$ cat config.mk
export PLATFORM = sky130hd
export DESIGN_NAME = vending_controller_flat
export DESIGN_NICKNAME = d
export VERILOG_FILES = /design/src/rtl/vending_controller_if.sv /design/src/rtl/vending_controller.sv /design/src/flat_wrapper.sv
export SDC_FILE = /design/constraint.sdc
export NUM_CORES = 1
export LEC_CHECK = 0
export ABC_AREA = 1
export BUFFER_PORTS_ARGS = -buffer_cell sky130_fd_sc_hd__buf_4
export CAP_MARGIN = 10
export CELL_PAD_IN_SITES_DETAIL_PLACEMENT = 0
export CELL_PAD_IN_SITES_GLOBAL_PLACEMENT = 1
export CORE_ASPECT_RATIO = 1.2
export CORE_UTILIZATION = 46
export CTS_BUF_LIST = sky130_fd_sc_hd__clkbuf_8
export DETAILED_ROUTE_END_ITERATION = 10
export HOLD_SLACK_MARGIN = 0.06
export PLACE_DENSITY = 0.95
export SKIP_CTS_REPAIR_TIMING = 1
export SLEW_MARGIN = 20
export SYNTH_ARGS = -nofsm -noshare
export SYNTH_HDL_FRONTEND = slang
export SYNTH_SLANG_ARGS = --single-unit
export TNS_END_PERCENT = 10
$ cat constraint.sdc
create_clock -name clk -period 4.4 [get_ports clk]
set_input_delay 1.32 -clock clk [delete_from_list [all_inputs] [get_ports clk]]
set_output_delay 1.32 -clock clk [all_outputs]
set_load 0.01 [all_outputs]
$ cat src/rtl/vending_controller_if.sv
// Coin/select/restock inputs and dispense/change/status outputs of the vending controller.
// The controller uses the slave modport; the coin-mechanism side uses the master modport.
interface vending_controller_if;
  localparam int unsigned CREDIT_W = 7;
  localparam int unsigned STOCK_W  = 3;

  logic [1:0]          money;
  logic [1:0]          select;
  logic                restock;
  logic [1:0]          item;
  logic                change;
  logic                reject;
  logic                deny;
  logic                busy;
  logic [CREDIT_W-1:0] credit;
  logic [STOCK_W-1:0]  stock20;
  logic [STOCK_W-1:0]  stock50;

  modport master (
    output money, select, restock,
    input  item, change, reject, deny, busy, credit, stock20, stock50
  );

  modport slave (
    input  money, select, restock,
    output item, change, reject, deny, busy, credit, stock20, stock50
  );
endinterface

$ cat src/rtl/vending_controller.sv
// Two-item vending controller: accepts 10/50 coins, vends 20/50 items, returns change in tens.
// Every output is a register; pulse outputs last exactly one cycle.
module vending_controller #(
  parameter int unsigned MAX_CREDIT = 100,
  parameter int unsigned MAX_STOCK  = 7
) (
  input logic                 clk,
  input logic                 rst_n,
  vending_controller_if.slave bus
);

  localparam int unsigned CREDIT_W = 7;
  localparam int unsigned STOCK_W  = 3;
  localparam int unsigned SUM_W    = 8;

  localparam logic [CREDIT_W-1:0] PRICE20    = CREDIT_W'(20);
  localparam logic [CREDIT_W-1:0] PRICE50    = CREDIT_W'(50);
  localparam logic [CREDIT_W-1:0] COIN10     = CREDIT_W'(10);
  localparam logic [CREDIT_W-1:0] COIN50     = CREDIT_W'(50);
  localparam logic [SUM_W-1:0]    CREDIT_CAP = SUM_W'(MAX_CREDIT);
  localparam logic [STOCK_W-1:0]  STOCK_FULL = STOCK_W'(MAX_STOCK);

  localparam logic [1:0] MONEY_TEN   = 2'b01;
  localparam logic [1:0] MONEY_FIFTY = 2'b10;
  localparam logic [1:0] SEL_NONE    = 2'b00;
  localparam logic [1:0] SEL_I20     = 2'b01;
  localparam logic [1:0] SEL_I50     = 2'b10;
  localparam logic [1:0] ITEM_20     = 2'b01;
  localparam logic [1:0] ITEM_50     = 2'b10;

  typedef enum logic [1:0] {
    IDLE   = 2'd0,
    CREDIT = 2'd1,
    VEND   = 2'd2,
    CHANGE = 2'd3
  } state_e;

  state_e              state_q,   state_d;
  logic [CREDIT_W-1:0] credit_q,  credit_d;
  logic [STOCK_W-1:0]  stock20_q, stock20_d;
  logic [STOCK_W-1:0]  stock50_q, stock50_d;
  logic                sel50_q,   sel50_d;
  logic [1:0]          item_q,    item_d;
  logic                change_q,  change_d;
  logic                reject_q,  reject_d;
  logic                deny_q,    deny_d;
  logic                busy_q,    busy_d;

  logic                coin_valid_c;
  logic [CREDIT_W-1:0] coin_val_c;
  logic [SUM_W-1:0]    coin_sum_c;
  logic                coin_fits_c;
  logic [CREDIT_W-1:0] price_c;

  // Coin decode; the sum is one bit wider so the ceiling test cannot wrap
  always_comb begin
    coin_valid_c = (bus.money == MONEY_TEN) || (bus.money == MONEY_FIFTY);
    coin_val_c   = (bus.money == MONEY_FIFTY) ? COIN50 : COIN10;
    coin_sum_c   = SUM_W'(credit_q) + SUM_W'(coin_val_c);
    coin_fits_c  = (coin_sum_c <= CREDIT_CAP);
    price_c      = sel50_q ? PRICE50 : PRICE20;
  end

  // Next-state and registered-output logic
  always_comb begin
    state_d   = state_q;
    credit_d  = credit_q;
    stock20_d = stock20_q;
    stock50_d = stock50_q;
    sel50_d   = sel50_q;
    item_d    = 2'b00;
    change_d  = 1'b0;
    reject_d  = 1'b0;
    deny_d    = 1'b0;

    unique case (state_q)
      IDLE: begin
        if (bus.restock) begin
          stock20_d = STOCK_FULL;
          stock50_d = STOCK_FULL;
        end
        if (coin_valid_c) begin
          if (coin_fits_c) begin
            credit_d = CREDIT_W'(coin_sum_c);
            state_d  = CREDIT;
          end else begin
            reject_d = 1'b1;
          end
        end
      end

      CREDIT: begin
        if (bus.select != SEL_NONE) begin
          // A select wins the cycle; a coin arriving with it is handed back
          reject_d = coin_valid_c;
          if (bus.select == SEL_I20) begin
            if ((credit_q >= PRICE20) && (stock20_q != '0)) begin
              sel50_d = 1'b0;
              state_d = VEND;
            end else begin
              deny_d = 1'b1;
            end
          end else if (bus.select == SEL_I50) begin
            if ((credit_q >= PRICE50) && (stock50_q != '0)) begin
              sel50_d = 1'b1;
              state_d = VEND;
            end else begin
              deny_d = 1'b1;
            end
          end else begin
            state_d = (credit_q == '0) ? IDLE : CHANGE;
          end
        end else if (coin_valid_c) begin
          if (coin_fits_c) begin
            credit_d = CREDIT_W'(coin_sum_c);
          end else begin
            reject_d = 1'b1;
          end
        end
      end

      VEND: begin
        reject_d = coin_valid_c;
        item_d   = sel50_q ? ITEM_50 : ITEM_20;
        credit_d = (credit_q >= price_c) ? (credit_q - price_c) : '0;
        if (sel50_q) begin
          if (stock50_q != '0) stock50_d = stock50_q - STOCK_W'(1);
        end else begin
          if (stock20_q != '0) stock20_d = stock20_q - STOCK_W'(1);
        end
        state_d = (credit_d != '0) ? CHANGE : IDLE;
      end

      CHANGE: begin
        reject_d = coin_valid_c;
        if (credit_q != '0) begin
          change_d = 1'b1;
          credit_d = (credit_q >= COIN10) ? (credit_q - COIN10) : '0;
        end
        state_d = (credit_d == '0) ? IDLE : CHANGE;
      end

      default: state_d = IDLE;
    endcase

    busy_d = (state_d == VEND) || (state_d == CHANGE);
  end

  // State and output registers
  always_ff @(posedge clk or negedge rst_n) begin
    if (!rst_n) begin
      state_q   <= IDLE;
      credit_q  <= '0;
      stock20_q <= STOCK_FULL;
      stock50_q <= STOCK_FULL;
      sel50_q   <= 1'b0;
      item_q    <= 2'b00;
      change_q  <= 1'b0;
      reject_q  <= 1'b0;
      deny_q    <= 1'b0;
      busy_q    <= 1'b0;
    end else begin
      state_q   <= state_d;
      credit_q  <= credit_d;
      stock20_q <= stock20_d;
      stock50_q <= stock50_d;
      sel50_q   <= sel50_d;
      item_q    <= item_d;
      change_q  <= change_d;
      reject_q  <= reject_d;
      deny_q    <= deny_d;
      busy_q    <= busy_d;
    end
  end

  assign bus.item    = item_q;
  assign bus.change  = change_q;
  assign bus.reject  = reject_q;
  assign bus.deny    = deny_q;
  assign bus.busy    = busy_q;
  assign bus.credit  = credit_q;
  assign bus.stock20 = stock20_q;
  assign bus.stock50 = stock50_q;

endmodule

$ cat src/flat_wrapper.sv
// flat-port wrapper written by rule: the top's interface ports become plain ports
module vending_controller_flat 
#(
  parameter int unsigned MAX_CREDIT = 100,
  parameter int unsigned MAX_STOCK  = 7
)
  (clk, rst_n, bus_money, bus_select, bus_restock, bus_item, bus_change, bus_reject, bus_deny, bus_busy, bus_credit, bus_stock20, bus_stock50);
  vending_controller_if bus_i ();
  input logic clk;
  input logic rst_n;
  input wire logic [$bits(bus_i.money)-1:0] bus_money;
  input wire logic [$bits(bus_i.select)-1:0] bus_select;
  input wire logic [$bits(bus_i.restock)-1:0] bus_restock;
  output wire logic [$bits(bus_i.item)-1:0] bus_item;
  output wire logic [$bits(bus_i.change)-1:0] bus_change;
  output wire logic [$bits(bus_i.reject)-1:0] bus_reject;
  output wire logic [$bits(bus_i.deny)-1:0] bus_deny;
  output wire logic [$bits(bus_i.busy)-1:0] bus_busy;
  output wire logic [$bits(bus_i.credit)-1:0] bus_credit;
  output wire logic [$bits(bus_i.stock20)-1:0] bus_stock20;
  output wire logic [$bits(bus_i.stock50)-1:0] bus_stock50;
  assign bus_i.money = bus_money;
  assign bus_i.select = bus_select;
  assign bus_i.restock = bus_restock;
  assign bus_item = bus_i.item;
  assign bus_change = bus_i.change;
  assign bus_reject = bus_i.reject;
  assign bus_deny = bus_i.deny;
  assign bus_busy = bus_i.busy;
  assign bus_credit = bus_i.credit;
  assign bus_stock20 = bus_i.stock20;
  assign bus_stock50 = bus_i.stock50;
  vending_controller #(.MAX_CREDIT(MAX_CREDIT), .MAX_STOCK(MAX_STOCK)) u_core (.clk(clk), .rst_n(rst_n), .bus(bus_i));
endmodule
==> metrics.md <==
| Metric | Value |
|---|---|
| Post-synth EDFFs | `0` |
| Die area | `4400 µm²` |
| H-tree levels | `1` |
| Pwr dens | `829 nW/µm²` |
| Routed len/inst | `12.9 µm` |
| TritonCTS clock tree | `built` |
| Gr usage total | `22.6%` |
| Power, Total | `1.82 mW` |
| Worst-Margin Slew | `0.517 ns` |
| Via Count | `1864` |
| Starting Density | `48.3%` |
| Vias in the first global route | `1674` |
| Share of the synthesized area in the top cell type | `21.0%` |
| Post-Place Setup Slack | `1.14 ns` |
| Register bit total from synthesis | `22` |
| Ports | `26` |
| Skew-Pair Late Insertion Delay | `0.26 ns` |
| Synth Warn # | `0` |
| Area share of fa/ha/maj cells after synthesis | `9.59%` |
| R2R Path Start | `u_core.bus.credit[1]` |
| Largest net degree at the start of global routing | `23` |
| CTS Buf Count | `3` |
| Final GP Congestion | `0.872` |
| Post-synthesis mux area share | `0%` |
| Max IR drop VDD | `0.000433 V` |
| CP startpoint kind | `input pin` |
| Synth Area in Compound Gates | `10.6%` |
| Number of diodes | `0` |
| Clock Sinks | `22` |
| WL final | `4610 µm` |
| Std cell rows | `25` |
| Endpoints failing setup | `0` |
| Post-Synth XOR/XNOR Area | `0.920%` |
| Fmax | `0.335 GHz` |
| P_leak | `1.20 nW` |
| Fin crit share | `67.9%` |
| Worst EP arrival | `3.14 ns` |
| # nets final | `326` |
| Leading post-synthesis cells by cell area | `dfrtp_1 21%, nand2_1 17%, nand3_1 8.7%` |
| Unrepaired setup endpoints after global routing | `no` |
| Post-synthesis cell count | `279` |
| Routed Antenna Nets | `0` |
| CTS Root Cell | `clkbuf_8` |
| Die height | `72.5 µm` |
| Crit-path slowest cell | `ha_1` |
| Synth cell count leaders | `84 x nand2_1, 33 x inv_1, 33 x nand3_1, 28 x nor2_1, 16 x dfrtp_1` |
| Netlist Area Pre-Place | `1900 µm²` |
| Post-synth ARST share | `100%` |
| R2R Path End | `u_core.bus.busy` |
| Most frequent cell on the critical path | `nand2_1` |
| Layout cells sized above 1 | `18.4%` |
| Critical path, cell by cell | `buf_4, inv_1, ha_1, inv_1, ha_1, nand3_1, nand2_1, nand2_2, a21oi_2, nor2_1, nand2_2, nand3_4, nand2_4, nand2_4, nand2_1, nand2_1` |
| Crit. End Element | `flip-flop` |
| Placed Area | `2120 µm²` |
| Unique masters post-synth | `33` |
| R2R cell count | `10` |
| Main synth FF type | `dfrtp_1` |
| Sequential area share after synthesis | `29.3%` |
| DRC | `0` |
| Setup TNS | `0 ns` |
| DR vias/cell | `5.21` |
| Crit Path Class | `in -> reg` |
| Die Width | `60.7 µm` |
| Initial DRC Count | `87` |
| Hold Path End | `u_core.bus.stock20[2]` |
| Max_cap viols | `0` |
| Most frequent cell after synthesis | `nand2_1` |
| Detail Placement HPWL | `3640 µm` |
| GR Overflow Total | `0` |
| Flop-to-flop setup slack | `1.98 ns` |
| Mapped Nets | `300` |
| Post-Layout Cell Count | `358` |
| First-pass GRT wire length | `7470 µm` |
| TritonRoute pass-1 iters | `4` |
| Hold path depth | `2` |
| Worst clock skew | `0.00648 ns` |
| Hold Startpoint | `u_core.bus.stock20[2]` |
| Core ar. | `3940 µm²` |
| Largest family of logic cells by synthesized area | `simple AND/OR/NAND/NOR gates` |
| Hold Crit Class | `reg -> reg` |
| # placed instances | `354` |
| Area leader, netlist | `dfrtp_1` |
| Final slew viol count | `0` |
| Avg Inst Size Synth | `6.83 µm²` |
| Max transition margin | `65.5%` |
| Fin. Hold Viols | `0` |
| Critical path required time | `4.56 ns` |
| Post-Synth Simple-Gate Area | `40.3%` |
| Area grow syn2layout | `15.2%` |
| Fin area | `2190 µm²` |
| Clock slew at reported path FFs | `0.08 ns` |
| IO buf count | `25` |
| Max incr delay on CP | `0.33 ns` |
| Post-layout min period | `2.99 ns` |
| Worst-path maximum fanout | `7` |
| Status | `finished, final reports clean` |
| Final setup margin | `1.41 ns` |
| Initial antenna violation count | `0` |
| CTS Buffer Depth | `2` |
-- area by class of cell --
type,count,area (µm²)
Clock inverter,1,30.0
Sequential cell,22,558
Fill cell,420,1750
Tap cell,54,67.6
Multi-Input combinational cell,216,1170
Timing Repair Buffer,25,188
Inverter,37,140
Clock buffer,3,41.3
-- critical path, delay by kind of cell --
family,cells,cell delay (ns)
simple gates,10,0.84
fa+ha+maj,2,0.57
buf+inv,3,0.27
compound gates,1,0.13
-- layout by cell type, fill, tap and decap left out, drive strengths merged --
master and instances:
nand2 91, nand3 37, inv 36, nor2 32
buf 25, dfrtp 16, ha 13, o21ai 12
a21oi 9, dfstp 6, nand4 5, o211ai 4
clkbuf 3, a31oi 2, a21o 2, o221ai 2
xnor2 1, clkinv 1, or2 1, o31ai 1
nand3b 1, xor2 1, o22ai 1, fa 1
bufinv 1
-- flip-flops by register name, indices dropped and copies added (netlist names) --
| register | flops |
|---|---|
| u_core.bus.change | 1 |
| u_core.bus.reject | 1 |
| u_core.bus.item | 2 |
| u_core.bus.stock20 | 3 |
| u_core.bus.busy | 1 |
| u_core.bus.deny | 1 |
| u_core.state_q | 2 |
| u_core.bus.credit | 7 |
| u_core.bus.stock50 | 3 |
| u_core.sel50_q | 1 |
-- metal layers --
layer / up-vias / routed length, µm / GRT usage, %
met3: 6 / 153 / 1.60
met2: 45 / 2390 / 39.8
li1: 957 / - / -
met1: 856 / 2010 / 28.7
met5: - / 0 / 0
met4: 0 / 65 / 7.83
-- metrics by stage --
step / hold slack (ns) / util (%)
detailed placement: 0.495 / 53.8
finish: 0.500 / 55.7
global placement: 0.480 / 53.8
CTS: 0.506 / 55.7
global route: 0.541 / 55.7
floorplan: 0.480 / -
-- how the worst max path moves through the flow --
stage | start | end | slack (ns) | cells past startpoint
finish | bus_money[0] | u_core.bus.credit[2] | 1.41 | 16
global placement | bus_money[0] | u_core.bus.credit[4] | 1.20 | 16
floorplan | bus_money[0] | u_core.bus.credit[5] | 1.44 | 15
CTS | bus_money[0] | u_core.bus.credit[4] | 1.41 | 16
detailed placement | bus_money[0] | u_core.bus.credit[4] | 1.14 | 16
global route | bus_money[0] | u_core.bus.credit[6] | 1.27 | 16
-- power by group --
part	total, mW	internal, mW	switching (mW)
clock network	0.185	0.121	0.0641
logic	1.18	0.461	0.723
registers	0.449	0.308	0.141
total	1.82	0.891	0.928
-- cell families (layout without fill, tap and decap cells) --
logic type	count (synthesis)	after routing
simple gates	167	167
fa+ha+maj	14	14
compound gates	33	33
buf+inv	41	66
flops	22	22
xor+xnor	2	2
(Power assumes the default switching activity.)
